## config.mk

```make
export PLATFORM = sky130hd
export DESIGN_NAME = axi_lite_reg_master_flat
export DESIGN_NICKNAME = d
export VERILOG_FILES = /design/src/rtl/axi_lite_pkg.sv /design/src/rtl/axi_lite_reg_master_if.sv /design/src/rtl/axi_lite_timeout_cnt.sv /design/src/rtl/axi_lite_reg_master.sv /design/src/flat_wrapper.sv
export SDC_FILE = /design/constraint.sdc
export NUM_CORES = 1
export LEC_CHECK = 0
export BUFFER_PORTS_ARGS = -buffer_cell sky130_fd_sc_hd__buf_2
export CORE_MARGIN = 4
export CORE_UTILIZATION = 51
export DETAILED_ROUTE_END_ITERATION = 6
export PLACE_DENSITY = 0.86
export SYNTH_ARGS = -nofsm -noshare
export SYNTH_HDL_FRONTEND = slang
export SYNTH_SLANG_ARGS = --single-unit
```

## constraint.sdc

```tcl
create_clock -name M_AXI_ACLK -period 4 [get_ports M_AXI_ACLK]
set_input_delay 0.8 -clock M_AXI_ACLK [delete_from_list [all_inputs] [get_ports M_AXI_ACLK]]
set_output_delay 0.8 -clock M_AXI_ACLK [all_outputs]
set_load 0.02 [all_outputs]
```

## src/rtl/axi_lite_pkg.sv

```systemverilog
// Shared AXI4-Lite definitions: FSM state encoding, response codes and the
// register-index-to-byte-address helper used by master and slave.
package axi_lite_pkg;

    typedef enum logic [2:0] {
        IDLE    = 3'd0,
        WRITE   = 3'd1,
        WR_RESP = 3'd2,
        RD_ADDR = 3'd3,
        RD_DATA = 3'd4,
        DONE    = 3'd5
    } state_t;

    localparam logic [1:0] RESP_OKAY   = 2'b00;
    localparam logic [1:0] RESP_EXOKAY = 2'b01;
    localparam logic [1:0] RESP_SLVERR = 2'b10;
    localparam logic [1:0] RESP_DECERR = 2'b11;

    // Registers are 32-bit words, so index N lives at base + 4*N.
    function automatic logic [31:0] reg_to_addr(input logic [31:0] base,
                                                input logic [7:0]  idx);
        return base + {22'd0, idx, 2'b00};
    endfunction

endpackage

```

## src/rtl/axi_lite_reg_master_if.sv

```systemverilog
// AXI4-Lite bus bundle with master and slave views.
interface axi_lite_reg_master_if #(
    parameter int ADDR_W = 10,
    parameter int DATA_W = 32
);
    logic [ADDR_W-1:0]   awaddr;
    logic [2:0]          awprot;
    logic                awvalid;
    logic                awready;
    logic [DATA_W-1:0]   wdata;
    logic [DATA_W/8-1:0] wstrb;
    logic                wvalid;
    logic                wready;
    logic [1:0]          bresp;
    logic                bvalid;
    logic                bready;
    logic [ADDR_W-1:0]   araddr;
    logic [2:0]          arprot;
    logic                arvalid;
    logic                arready;
    logic [DATA_W-1:0]   rdata;
    logic [1:0]          rresp;
    logic                rvalid;
    logic                rready;

    modport master (
        output awaddr, awprot, awvalid, input awready,
        output wdata, wstrb, wvalid, input wready,
        input bresp, bvalid, output bready,
        output araddr, arprot, arvalid, input arready,
        input rdata, rresp, rvalid, output rready
    );

    modport slave (
        input awaddr, awprot, awvalid, output awready,
        input wdata, wstrb, wvalid, output wready,
        output bresp, bvalid, input bready,
        input araddr, arprot, arvalid, output arready,
        output rdata, rresp, rvalid, input rready
    );
endinterface

```

## src/rtl/axi_lite_timeout_cnt.sv

```systemverilog
// Loadable down-counter. expired flags the last enabled cycle of the window,
// so a load of N allows exactly N enabled cycles. A load of 0 never expires.
module axi_lite_timeout_cnt #(
    parameter int WIDTH = 9
) (
    input  logic             clk,
    input  logic             rst_n,
    input  logic             load,
    input  logic [WIDTH-1:0] load_val,
    input  logic             en,
    output logic             expired
);
    logic [WIDTH-1:0] cnt_q;
    logic [WIDTH-1:0] cnt_d;

    // Next count: load wins, otherwise count down while enabled, saturating at 0.
    always_comb begin
        cnt_d = cnt_q;
        if (load) begin
            cnt_d = load_val;
        end else if (en && (cnt_q != '0)) begin
            cnt_d = cnt_q - 1'b1;
        end
    end

    // Count register.
    always_ff @(posedge clk or negedge rst_n) begin
        if (!rst_n) begin
            cnt_q <= '0;
        end else begin
            cnt_q <= cnt_d;
        end
    end

    assign expired = en && (cnt_q == WIDTH'(1));
endmodule

```

## src/rtl/axi_lite_reg_master.sv

```systemverilog
// Register-command to AXI4-Lite master, one transaction outstanding.
// Handshakes: every channel transfers on a cycle where valid && ready; a
// valid, once raised, holds itself and its payload until that cycle (the
// timeout escape is the only exception and deliberately breaks AXI rules).
module axi_lite_reg_master
    import axi_lite_pkg::*;
#(
    parameter int          C_M_AXI_DATA_WIDTH  = 32,
    parameter int          C_M_AXI_ADDR_WIDTH  = 10,
    parameter logic [31:0] BASE_ADDR           = 32'h0,
    parameter int          NUMBER_OF_REGISTERS = 6,
    parameter int          TIMEOUT_CYCLES      = 256
) (
    input  logic                          M_AXI_ACLK,
    input  logic                          M_AXI_ARESETN,
    input  logic                          cmd_valid,
    output logic                          cmd_ready,
    input  logic                          cmd_write,
    input  logic [7:0]                    cmd_reg,
    input  logic [C_M_AXI_DATA_WIDTH-1:0] cmd_wdata,
    output logic                          rsp_valid,
    output logic [C_M_AXI_DATA_WIDTH-1:0] rsp_rdata,
    output logic [1:0]                    rsp_resp,
    output logic                          rsp_timeout,
    output logic                          busy,
    output state_t                        dbg_state,
    axi_lite_reg_master_if.master         m_axi
);
    localparam int          AW   = C_M_AXI_ADDR_WIDTH;
    localparam int          DW   = C_M_AXI_DATA_WIDTH;
    localparam int          TO_W = (TIMEOUT_CYCLES > 0) ? $clog2(TIMEOUT_CYCLES + 1) : 1;
    localparam logic [31:0] NREG = 32'(NUMBER_OF_REGISTERS);

    state_t          state_q, state_d;
    logic            cmd_ready_q, cmd_ready_d;
    logic [AW-1:0]   addr_q, addr_d;
    logic [DW-1:0]   wdata_q, wdata_d;
    logic            awvalid_q, awvalid_d;
    logic            wvalid_q, wvalid_d;
    logic            bready_q, bready_d;
    logic            arvalid_q, arvalid_d;
    logic            rready_q, rready_d;
    logic            rsp_valid_q, rsp_valid_d;
    logic [DW-1:0]   rsp_rdata_q, rsp_rdata_d;
    logic [1:0]      rsp_resp_q, rsp_resp_d;
    logic            rsp_timeout_q, rsp_timeout_d;
    logic            busy_q, busy_d;

    logic            accept;
    logic            aw_hs, w_hs, b_hs, ar_hs, r_hs;
    logic            to_load, to_en, to_expired, take_timeout;
    logic [31:0]     full_addr;

    assign accept = cmd_valid && cmd_ready_q;
    assign aw_hs  = awvalid_q && m_axi.awready;
    assign w_hs   = wvalid_q  && m_axi.wready;
    assign b_hs   = bready_q  && m_axi.bvalid;
    assign ar_hs  = arvalid_q && m_axi.arready;
    assign r_hs   = rready_q  && m_axi.rvalid;

    // The counter runs only in states that wait on the slave.
    assign to_en = (state_q == WRITE) || (state_q == WR_RESP) ||
                   (state_q == RD_ADDR) || (state_q == RD_DATA);

    axi_lite_timeout_cnt #(.WIDTH(TO_W)) u_timeout (
        .clk      (M_AXI_ACLK),
        .rst_n    (M_AXI_ARESETN),
        .load     (to_load),
        .load_val (TO_W'(TIMEOUT_CYCLES)),
        .en       (to_en),
        .expired  (to_expired)
    );

    // Next-state and next-output logic; a handshake in the expiry cycle wins.
    always_comb begin
        state_d       = state_q;
        cmd_ready_d   = cmd_ready_q;
        addr_d        = addr_q;
        wdata_d       = wdata_q;
        awvalid_d     = awvalid_q;
        wvalid_d      = wvalid_q;
        bready_d      = bready_q;
        arvalid_d     = arvalid_q;
        rready_d      = rready_q;
        rsp_valid_d   = 1'b0;
        rsp_rdata_d   = rsp_rdata_q;
        rsp_resp_d    = rsp_resp_q;
        rsp_timeout_d = rsp_timeout_q;
        to_load       = 1'b0;
        take_timeout  = 1'b0;
        full_addr     = reg_to_addr(BASE_ADDR, cmd_reg);

        unique case (state_q)
            IDLE: begin
                cmd_ready_d = 1'b1;
                if (accept) begin
                    cmd_ready_d = 1'b0;
                    addr_d      = full_addr[AW-1:0];
                    wdata_d     = cmd_wdata;
                    to_load     = 1'b1;
                    if ({24'd0, cmd_reg} >= NREG) begin
                        // Out-of-range index: answer locally, never touch the bus.
                        state_d       = DONE;
                        rsp_valid_d   = 1'b1;
                        rsp_resp_d    = RESP_SLVERR;
                        rsp_rdata_d   = '0;
                        rsp_timeout_d = 1'b0;
                    end else if (cmd_write) begin
                        state_d   = WRITE;
                        awvalid_d = 1'b1;
                        wvalid_d  = 1'b1;
                    end else begin
                        state_d   = RD_ADDR;
                        arvalid_d = 1'b1;
                    end
                end
            end
            WRITE: begin
                awvalid_d = awvalid_q && !aw_hs;
                wvalid_d  = wvalid_q  && !w_hs;
                to_load   = aw_hs || w_hs;
                if (!awvalid_d && !wvalid_d) begin
                    state_d  = WR_RESP;
                    bready_d = 1'b1;
                end else if (to_expired && !aw_hs && !w_hs) begin
                    take_timeout = 1'b1;
                end
            end
            WR_RESP: begin
                if (b_hs) begin
                    to_load       = 1'b1;
                    bready_d      = 1'b0;
                    state_d       = DONE;
                    rsp_valid_d   = 1'b1;
                    rsp_resp_d    = m_axi.bresp;
                    rsp_rdata_d   = '0;
                    rsp_timeout_d = 1'b0;
                end else if (to_expired) begin
                    take_timeout = 1'b1;
                end
            end
            RD_ADDR: begin
                if (ar_hs) begin
                    to_load   = 1'b1;
                    arvalid_d = 1'b0;
                    rready_d  = 1'b1;
                    state_d   = RD_DATA;
                end else if (to_expired) begin
                    take_timeout = 1'b1;
                end
            end
            RD_DATA: begin
                if (r_hs) begin
                    to_load       = 1'b1;
                    rready_d      = 1'b0;
                    state_d       = DONE;
                    rsp_valid_d   = 1'b1;
                    rsp_resp_d    = m_axi.rresp;
                    rsp_rdata_d   = m_axi.rdata;
                    rsp_timeout_d = 1'b0;
                end else if (to_expired) begin
                    take_timeout = 1'b1;
                end
            end
            DONE: begin
                state_d     = IDLE;
                cmd_ready_d = 1'b1;
            end
            default: begin
                state_d = IDLE;
            end
        endcase

        // Debug escape: abandon the bus and report a timed-out completion.
        if (take_timeout) begin
            awvalid_d     = 1'b0;
            wvalid_d      = 1'b0;
            bready_d      = 1'b0;
            arvalid_d     = 1'b0;
            rready_d      = 1'b0;
            state_d       = DONE;
            rsp_valid_d   = 1'b1;
            rsp_timeout_d = 1'b1;
            rsp_resp_d    = RESP_DECERR;
            rsp_rdata_d   = '0;
        end

        busy_d = (state_d != IDLE);
    end

    // All FSM state and registered outputs; reset drops everything at once.
    always_ff @(posedge M_AXI_ACLK or negedge M_AXI_ARESETN) begin
        if (!M_AXI_ARESETN) begin
            state_q       <= IDLE;
            cmd_ready_q   <= 1'b0;
            addr_q        <= '0;
            wdata_q       <= '0;
            awvalid_q     <= 1'b0;
            wvalid_q      <= 1'b0;
            bready_q      <= 1'b0;
            arvalid_q     <= 1'b0;
            rready_q      <= 1'b0;
            rsp_valid_q   <= 1'b0;
            rsp_rdata_q   <= '0;
            rsp_resp_q    <= 2'b00;
            rsp_timeout_q <= 1'b0;
            busy_q        <= 1'b0;
        end else begin
            state_q       <= state_d;
            cmd_ready_q   <= cmd_ready_d;
            addr_q        <= addr_d;
            wdata_q       <= wdata_d;
            awvalid_q     <= awvalid_d;
            wvalid_q      <= wvalid_d;
            bready_q      <= bready_d;
            arvalid_q     <= arvalid_d;
            rready_q      <= rready_d;
            rsp_valid_q   <= rsp_valid_d;
            rsp_rdata_q   <= rsp_rdata_d;
            rsp_resp_q    <= rsp_resp_d;
            rsp_timeout_q <= rsp_timeout_d;
            busy_q        <= busy_d;
        end
    end

    assign cmd_ready     = cmd_ready_q;
    assign rsp_valid     = rsp_valid_q;
    assign rsp_rdata     = rsp_rdata_q;
    assign rsp_resp      = rsp_resp_q;
    assign rsp_timeout   = rsp_timeout_q;
    assign busy          = busy_q;
    assign dbg_state     = state_q;

    assign m_axi.awaddr  = addr_q;
    assign m_axi.awprot  = 3'b000;
    assign m_axi.awvalid = awvalid_q;
    assign m_axi.wdata   = wdata_q;
    assign m_axi.wstrb   = '1;
    assign m_axi.wvalid  = wvalid_q;
    assign m_axi.bready  = bready_q;
    assign m_axi.araddr  = addr_q;
    assign m_axi.arprot  = 3'b000;
    assign m_axi.arvalid = arvalid_q;
    assign m_axi.rready  = rready_q;
endmodule

```

## src/flat_wrapper.sv

```systemverilog
// flat-port wrapper written by rule: the top's interface ports become plain ports
module axi_lite_reg_master_flat import axi_lite_pkg::*;
#(
    parameter int          C_M_AXI_DATA_WIDTH  = 32,
    parameter int          C_M_AXI_ADDR_WIDTH  = 10,
    parameter logic [31:0] BASE_ADDR           = 32'h0,
    parameter int          NUMBER_OF_REGISTERS = 6,
    parameter int          TIMEOUT_CYCLES      = 256
)
  (M_AXI_ACLK, M_AXI_ARESETN, cmd_valid, cmd_ready, cmd_write, cmd_reg, cmd_wdata, rsp_valid, rsp_rdata, rsp_resp, rsp_timeout, busy, dbg_state, m_axi_awaddr, m_axi_awprot, m_axi_awvalid, m_axi_awready, m_axi_wdata, m_axi_wstrb, m_axi_wvalid, m_axi_wready, m_axi_bresp, m_axi_bvalid, m_axi_bready, m_axi_araddr, m_axi_arprot, m_axi_arvalid, m_axi_arready, m_axi_rdata, m_axi_rresp, m_axi_rvalid, m_axi_rready);
  axi_lite_reg_master_if m_axi_i ();
  input  logic M_AXI_ACLK;
  input  logic M_AXI_ARESETN;
  input  logic cmd_valid;
  output logic cmd_ready;
  input  logic cmd_write;
  input  logic [7:0] cmd_reg;
  input  logic [C_M_AXI_DATA_WIDTH-1:0] cmd_wdata;
  output logic rsp_valid;
  output logic [C_M_AXI_DATA_WIDTH-1:0] rsp_rdata;
  output logic [1:0] rsp_resp;
  output logic rsp_timeout;
  output logic busy;
  output state_t dbg_state;
  output wire logic [$bits(m_axi_i.awaddr)-1:0] m_axi_awaddr;
  output wire logic [$bits(m_axi_i.awprot)-1:0] m_axi_awprot;
  output wire logic [$bits(m_axi_i.awvalid)-1:0] m_axi_awvalid;
  input wire logic [$bits(m_axi_i.awready)-1:0] m_axi_awready;
  output wire logic [$bits(m_axi_i.wdata)-1:0] m_axi_wdata;
  output wire logic [$bits(m_axi_i.wstrb)-1:0] m_axi_wstrb;
  output wire logic [$bits(m_axi_i.wvalid)-1:0] m_axi_wvalid;
  input wire logic [$bits(m_axi_i.wready)-1:0] m_axi_wready;
  input wire logic [$bits(m_axi_i.bresp)-1:0] m_axi_bresp;
  input wire logic [$bits(m_axi_i.bvalid)-1:0] m_axi_bvalid;
  output wire logic [$bits(m_axi_i.bready)-1:0] m_axi_bready;
  output wire logic [$bits(m_axi_i.araddr)-1:0] m_axi_araddr;
  output wire logic [$bits(m_axi_i.arprot)-1:0] m_axi_arprot;
  output wire logic [$bits(m_axi_i.arvalid)-1:0] m_axi_arvalid;
  input wire logic [$bits(m_axi_i.arready)-1:0] m_axi_arready;
  input wire logic [$bits(m_axi_i.rdata)-1:0] m_axi_rdata;
  input wire logic [$bits(m_axi_i.rresp)-1:0] m_axi_rresp;
  input wire logic [$bits(m_axi_i.rvalid)-1:0] m_axi_rvalid;
  output wire logic [$bits(m_axi_i.rready)-1:0] m_axi_rready;
  assign m_axi_awaddr = m_axi_i.awaddr;
  assign m_axi_awprot = m_axi_i.awprot;
  assign m_axi_awvalid = m_axi_i.awvalid;
  assign m_axi_i.awready = m_axi_awready;
  assign m_axi_wdata = m_axi_i.wdata;
  assign m_axi_wstrb = m_axi_i.wstrb;
  assign m_axi_wvalid = m_axi_i.wvalid;
  assign m_axi_i.wready = m_axi_wready;
  assign m_axi_i.bresp = m_axi_bresp;
  assign m_axi_i.bvalid = m_axi_bvalid;
  assign m_axi_bready = m_axi_i.bready;
  assign m_axi_araddr = m_axi_i.araddr;
  assign m_axi_arprot = m_axi_i.arprot;
  assign m_axi_arvalid = m_axi_i.arvalid;
  assign m_axi_i.arready = m_axi_arready;
  assign m_axi_i.rdata = m_axi_rdata;
  assign m_axi_i.rresp = m_axi_rresp;
  assign m_axi_i.rvalid = m_axi_rvalid;
  assign m_axi_rready = m_axi_i.rready;
  axi_lite_reg_master #(.C_M_AXI_DATA_WIDTH(C_M_AXI_DATA_WIDTH), .C_M_AXI_ADDR_WIDTH(C_M_AXI_ADDR_WIDTH), .BASE_ADDR(BASE_ADDR), .NUMBER_OF_REGISTERS(NUMBER_OF_REGISTERS), .TIMEOUT_CYCLES(TIMEOUT_CYCLES)) u_core (.M_AXI_ACLK(M_AXI_ACLK), .M_AXI_ARESETN(M_AXI_ARESETN), .cmd_valid(cmd_valid), .cmd_ready(cmd_ready), .cmd_write(cmd_write), .cmd_reg(cmd_reg), .cmd_wdata(cmd_wdata), .rsp_valid(rsp_valid), .rsp_rdata(rsp_rdata), .rsp_resp(rsp_resp), .rsp_timeout(rsp_timeout), .busy(busy), .dbg_state(dbg_state), .m_axi(m_axi_i));
endmodule
```

# Yosys cells after proc, flatten, opt, wreduce, memory -nomap -nowiden
# Index checks and enable logic that the tools add are counted.
[classes]
n_shift = 0
n_mul = 0
n_lt_le_gt_ge = 1
n_bitwise = 0
n_eq_ne = 15
reduce_logical = 37
div_mod_pow = 0
muxes = 66
addsub = 1
[op_table]
columns = ["op", "n"]
rows = [
  ["2-to-1 mux 32 bit", 5],
  ["case mux 32 bit (3 select lines)", 1],
  ["2-to-1 mux 1 bit", 33],
  ["2-to-1 mux 3 bit", 7],
  ["2-to-1 mux 9 bit", 2],
  ["!= test 3 x 1 -> 1 bit, second input constant", 5],
  ["case mux 3 bit (5 select lines)", 1],
  ["nonzero test 3 bit", 5],
  ["logical AND 1 bit", 13],
  ["2-to-1 mux 2 bit", 6],
  ["!= test 3 x 2 -> 1 bit, second input constant", 4],
  ["case mux 1 bit (2 select lines)", 6],
  ["AND reduction 5 bit", 2],
  ["== test 9 x 1 -> 1 bit, second input constant", 1],
  ["nonzero test 9 bit", 1],
  ["subtractor 9 x 1 -> 9 bit, second input constant", 1],
  ["greater-or-equal comparator 8 x 3 -> 1 bit, second input constant", 1],
  ["== test 3 x 2 -> 1 bit, second input constant", 2],
  ["== test 3 bit, second input constant", 2],
  ["case mux 1 bit (3 select lines)", 2],
  ["case mux 2 bit (3 select lines)", 1],
  ["AND reduction 3 bit", 2],
  ["case mux 1 bit (5 select lines)", 1],
  ["logical NOT 1 bit", 4],
  ["8 further kinds", 12],
]
[totals]
mem_bits_ro = 0
ff_bits = 95
latchBits = 0
output_inout_bits = 108
n_memories = 0
ram_bits = 0

# Logic depth before layout (Yosys ltp)
[logic_depth]
word_depth = 12
mapped_depth = 7

# Modules after synthesis
# Synthesis repeated with hierarchy kept, for this count alone.
[unflattened]
cells_unflattened = 408
hier_area_um2 = 4435.5
[modules_own_cells]
columns = ["mod", "cells_each", "area_each_um2", "instances"]
rows = [
  ["axi_lite_reg_master", 346, 3842.4, 1],
  ["axi_lite_timeout_cnt", 62, 593.1, 1],
]

# Worst setup path after synthesis
# No wires, ideal clock.
[synth_timing]
kind = "input port to flip-flop"
from = "input port cmd_reg[7]"
to = "register u_core.rsp_rdata_q[26] (netlist: u_core.rsp_rdata[26])"
t_arrival_ns = 1.908
setup_slack_ns = 1.960
cell_stages = 6
n_path_buf = 1
cell_sequence = "nor4_1 nand2_1 a21oi_1 a21boi_2 buf_2 a211oi_2"
[synth_via]
elab_chain_len = 3
[synth_rtl]
columns = ["element", "line", "rtl"]
rows = [
  ["from (decl)", "flat_wrapper.sv:17", "input logic [7:0] cmd_reg;"],
  ["greater-or-equal comparator 8 x 3 -> 1 bit", "axi_lite_reg_master.sv:101", "if ({24'd0, cmd_reg} >= NREG) begin"],
  ["!= test 3 x 1 -> 1 bit (no source line)", "-", ""],
  ["AND reduction 5 bit (no source line)", "-", ""],
  ["to (signal assigned)", "axi_lite_reg_master.sv:219", "rsp_rdata_q <= rsp_rdata_d;"],
  ["to (decl)", "axi_lite_reg_master.sv:44", "logic [DW-1:0] rsp_rdata_q, rsp_rdata_d;"],
]
# No other way between the ends.
# A chain may end at the register's enable or synchronous reset.

# Final worst setup path
[layout_timing]
from = "register u_core.state_q[1] (netlist: u_core.dbg_state[1])"
to = "register u_core.rsp_resp_q[0] (netlist: u_core.rsp_resp[0])"
[layout_via]
elab_chain_len = 12
word_cells_on_any_way = 26
cone_classes = "eq/ne: 8; mux: 9; reduce/logical: 9"
[layout_rtl]
columns = ["element", "line", "rtl"]
rows = [
  ["from (decl)", "axi_lite_reg_master.sv:34", "state_t state_q, state_d;"],
  ["from (signal assigned)", "axi_lite_reg_master.sv:209", "state_q <= state_d;"],
  ["== test 3 x 1 -> 1 bit / == test 3 x 2 -> 1 bit (equally long branches)", "axi_lite_reg_master.sv:62, axi_lite_reg_master.sv:93", ""],
  ["logical OR 1 bit (2 in a row)", "axi_lite_reg_master.sv:62", "assign to_en = (state_q == WRITE) || (state_q == WR_RESP) ||"],
  ["logical OR 1 bit", "axi_lite_reg_master.sv:63", "(state_q == RD_ADDR) || (state_q == RD_DATA);"],
  ["logical AND 1 bit", "axi_lite_timeout_cnt.sv:35", "assign expired = en && (cnt_q == WIDTH'(1));"],
  ["logical AND 1 bit (2 in a row)", "axi_lite_reg_master.sv:125", "end else if (to_expired && !aw_hs && !w_hs) begin"],
  ["2-to-1 mux 1 bit", "axi_lite_reg_master.sv:125", ""],
  ["2-to-1 mux 1 bit", "axi_lite_reg_master.sv:122", "if (!awvalid_d && !wvalid_d) begin"],
  ["case mux 1 bit (4 select lines)", "axi_lite_reg_master.sv:93", "unique case (state_q)"],
  ["!= test 3 x 1 -> 1 bit (no source line) / nonzero test 4 bit (equally long branches)", "-", ""],
  ["AND reduction 5 bit (no source line)", "-", ""],
  ["to (signal assigned)", "axi_lite_reg_master.sv:220", "rsp_resp_q <= rsp_resp_d;"],
  ["to (decl)", "axi_lite_reg_master.sv:45", "logic [1:0] rsp_resp_q, rsp_resp_d;"],
]
# Several ways; a longest one is shown, not always the timed one.

==> impl_metrics.py <==
metrics = {
    "min_path": {
        "hold_path_end": "u_core.m_axi.wdata[31]$_DFFE_PN0P_",
        "holdPathStages": 2,
        "hold_start": "u_core.m_axi.wdata[31]$_DFFE_PN0P_",
        "hold_path.class": "register to register",
    },
    "critical_path": {
        "worstRegToRegCells": 5,
        "crit_type": "register to register",
        "path_max_fanout": 20,
        "required_ns": 4.28,
        "arrival_ns": 3.03,
        "rr_endpoint": "u_core.rsp_resp[0]$_DFFE_PN0P_",
        "crit_path_start_kind": "register",
        "rrSetupSlack_ns": 1.26,
        "cp-end-kind": "register",
        "r2r-start": "u_core.dbg_state[1]$_DFF_PN0_",
    },
    "grt": {
        "antenna_found_initial": 0,
        "grt_first_pass_wirelength_mm": 17.06,
        "grt_usage": 0.2125,
        "grt_overflow_total": 0,
        "grt_pass1_vias": 3497,
        "grt_max_degree": 72,
    },
    "place": {
        "dp_hpwl_mm": 8.022,
        "io_buffers": 178,
        "dp.cells": 686,
        "place.gp.congestion": 0.8846,
    },
    "routing": {
        "drt_iter0_drc": 159,
        "vias": 3647,
        "wl_per_cell_um": 15.42,
        "route.detailed.drc": 0,
        "routed_wl_mm": 10.79,
        "routed_via_density": 5.210,
        "ant_nets": 0,
        "firstDrtPassIters": 5,
    },
    "sta": {
        "finalCritPeriodShare": 0.6859,
        "fin_skew_ns": 0.01819,
        "relSlewSlack": 0.3561,
        "drv_slew": 0,
        "worst_slew_pin_slew_ns": 0.9590,
        "finalSetupTns_ns": 0,
        "setup_violations": 0,
        "max_freq_ghz": 0.3645,
        "min_period_ns": 2.744,
        "timing_hold_violations_final": 0,
        "rsz0062_at_grt": "no",
    },
    "cells_and_area": {
        "final_cells": 700,
        "final_nets": 680,
        "antenna-diode-count": 0,
        "final_layout_size_suffix_gt1_frac": 0.3513,
        "syn_to_final_growth_pct": 24.00,
    },
    "synthesis": {
        "ys_seq_area_frac": 0.5535,
        "ys.flop_type": "dfrtp_1",
        "synth_area_leaders": "dfrtp_1 (55%), nand2_1 (11%), a22o_1 (5.7%)",
        "synth.avg_cell_area_um2": 9.989,
        "yosysMostFrequentCell": "nand2_1",
        "synth_cells": 430,
        "synth_top_area_frac": 0.5535,
        "async_reset_ff_frac": 1.000,
        "syn_area_mm2": 0.004295,
        "ys_ff_latch": 95,
        "synth_enable_flop_cells": 0,
        "yosys_warnings": 0,
        "synth_common_cells": "nand2_1 (131), dfrtp_1 (95), a22o_1 (28)",
        "yosysTopAreaCell": "dfrtp_1",
        "synthDistinctLibCells": 50,
    },
    "clock_tree": {
        "clk_pin_slew_worst_paths_ns": 0.09,
        "post_cts_buffers": 0,
        "cts_tree": "yes",
        "cts_max_level": 3,
        "post_cts_resized": 0,
        "cts-root-buf": "clkbuf_8",
        "cts_buffers": 9,
        "postCtsHoldBufs": 0,
        "clock_sinks": 95,
        "clock_path_buffers": 2,
        "clock_latency_ns": 0.35,
    },
    "run": {
        "maxCapViolCount": 0,
    },
    "die": {
        "pin_count": 193,
        "num_rows": 33,
        "core_mm2": 0.008217,
        "die_x_um": 99.78,
        "dieArea_mm2": 0.009955,
        "fp.dieH_um": 99.78,
        "start_util": 0.5228,
    },
    "power_and_ir_drop": {
        "ir_drop_mv": 0.3992,
        "powerDensity_mw_per_mm2": 803.6,
        "p_leak_uw": 0.002971,
    },
    "outcome": {
        "status": "complete, no violations",
    },
}
-- where the power goes --
| part | leakage [µW] | internal [µW] | total, µW | switching (µW) |
|---|---|---|---|---|
| logic | 0.00164 | 707 | 1990 | 1290 |
| registers | 0.00122 | 1330 | 1610 | 285 |
| clock network | 0.000103 | 349 | 671 | 323 |
-- cell families after synthesis --
kind of cell	Yosys count	synth area share
buffers and inverters	54	0.07486
adder cells (fa/ha/maj)	3	0.008740
XOR/XNOR	9	0.01835
AO/OA/AOI/OAI	72	0.1331
AND/OR/NAND/NOR	195	0.2097
flip-flops	95	0.5535
other	2	0.001748
-- worst max-delay path: stages, from the launching register on --
cell and delay [ns]:
dfrtp_1 0.81, nor2_2 0.11, xnor2_1 0.78, a311oi_2 0.37
or4_1 0.54, nand3_1 0.09
-- worst max path at each step --
stage	depth (start not counted)	from	slack [ns]	to
after detailed placement	5	u_core.dbg_state[1]$_DFF_PN0_	1.31	u_core.rsp_resp[0]$_DFFE_PN0P_
final	5	u_core.dbg_state[1]$_DFF_PN0_	1.26	u_core.rsp_resp[0]$_DFFE_PN0P_
after global routing	5	u_core.dbg_state[1]$_DFF_PN0_	1.04	u_core.rsp_resp[0]$_DFFE_PN0P_
after floorplan	6	cmd_reg[7]	1.96	u_core.rsp_rdata[26]$_DFFE_PN0P_
after CTS	5	u_core.dbg_state[1]$_DFF_PN0_	1.31	u_core.rsp_resp[0]$_DFFE_PN0P_
after global placement	5	u_core.dbg_state[1]$_DFF_PN0_	1.35	u_core.rsp_resp[0]$_DFFE_PN0P_
-- cells in the final DEF, fill, tap and decap left out, types with 2 or more instances in the layout --
master / instances
a22o_1: 28
nand2b_1: 5
nor4_4: 2
clkbuf_8: 9
a211oi_1: 2
inv_1: 9
nand3b_1: 5
bufinv_16: 2
a311oi_2: 2
or3_1: 2
xor2_1: 7
nand2_1: 131
a21oi_1: 12
dfrtp_1: 95
ha_1: 3
nor4_1: 2
and2_1: 3
nand3_1: 4
or4_1: 2
o21a_1: 3
xnor2_1: 2
o21ai_1: 2
buf_4: 6
a221oi_1: 2
a31oi_1: 4
o21ai_0: 6
and3_1: 2
nor2_1: 18
nor3_1: 5
conb_1: 14
nand4_1: 8
buf_2: 177
-- per-layer routing --
metal / vias to the layer above / wire, µm / GRT usage
met3: 13 / 988 / 0.06254
met1: 1743 / 4221 / 0.2684
met4: 0 / 138 / 0.04832
li1: 1736 / - / -
met2: 155 / 5444 / 0.3628
met5: - / 0 / 0
-- stage by stage --
stage,hold WS (ns),setup slack (ns),util,instance area [µm²],power (µW)
6_report,0.4763,1.256,0.6482,5326,4280
5_1_grt,0.5112,1.044,0.6482,5326,4585
4_1_cts,0.4791,1.305,0.6482,5326,4317
3_5_place_dp,0.4567,1.311,0.6230,5119,3633
3_3_place_gp,0.4530,1.354,0.6230,5119,3557
2_1_floorplan,0.4873,1.960,-,4340,3059
-- area by class of cell --
class / count / area (µm²)
fillers: 682 / 2890
flip-flops and latches: 95 / 2377
multi-input cells: 293 / 1642
repair buffers: 183 / 930.9
well taps: 105 / 131.4
clock buffers: 9 / 123.9
clock inverters: 5 / 83.83
inverters: 10 / 37.54
-- registers in the layout (all words and copies together), names as in the netlist, 2 cells and up --
name and flops:
u_core.dbg_state 3, u_core.rsp_rdata 32, u_core.m_axi.araddr 8, u_core.m_axi.wdata 32, u_core.u_timeout.cnt_q 9, u_core.rsp_resp 2
Power figures use the tool's default switching activity.
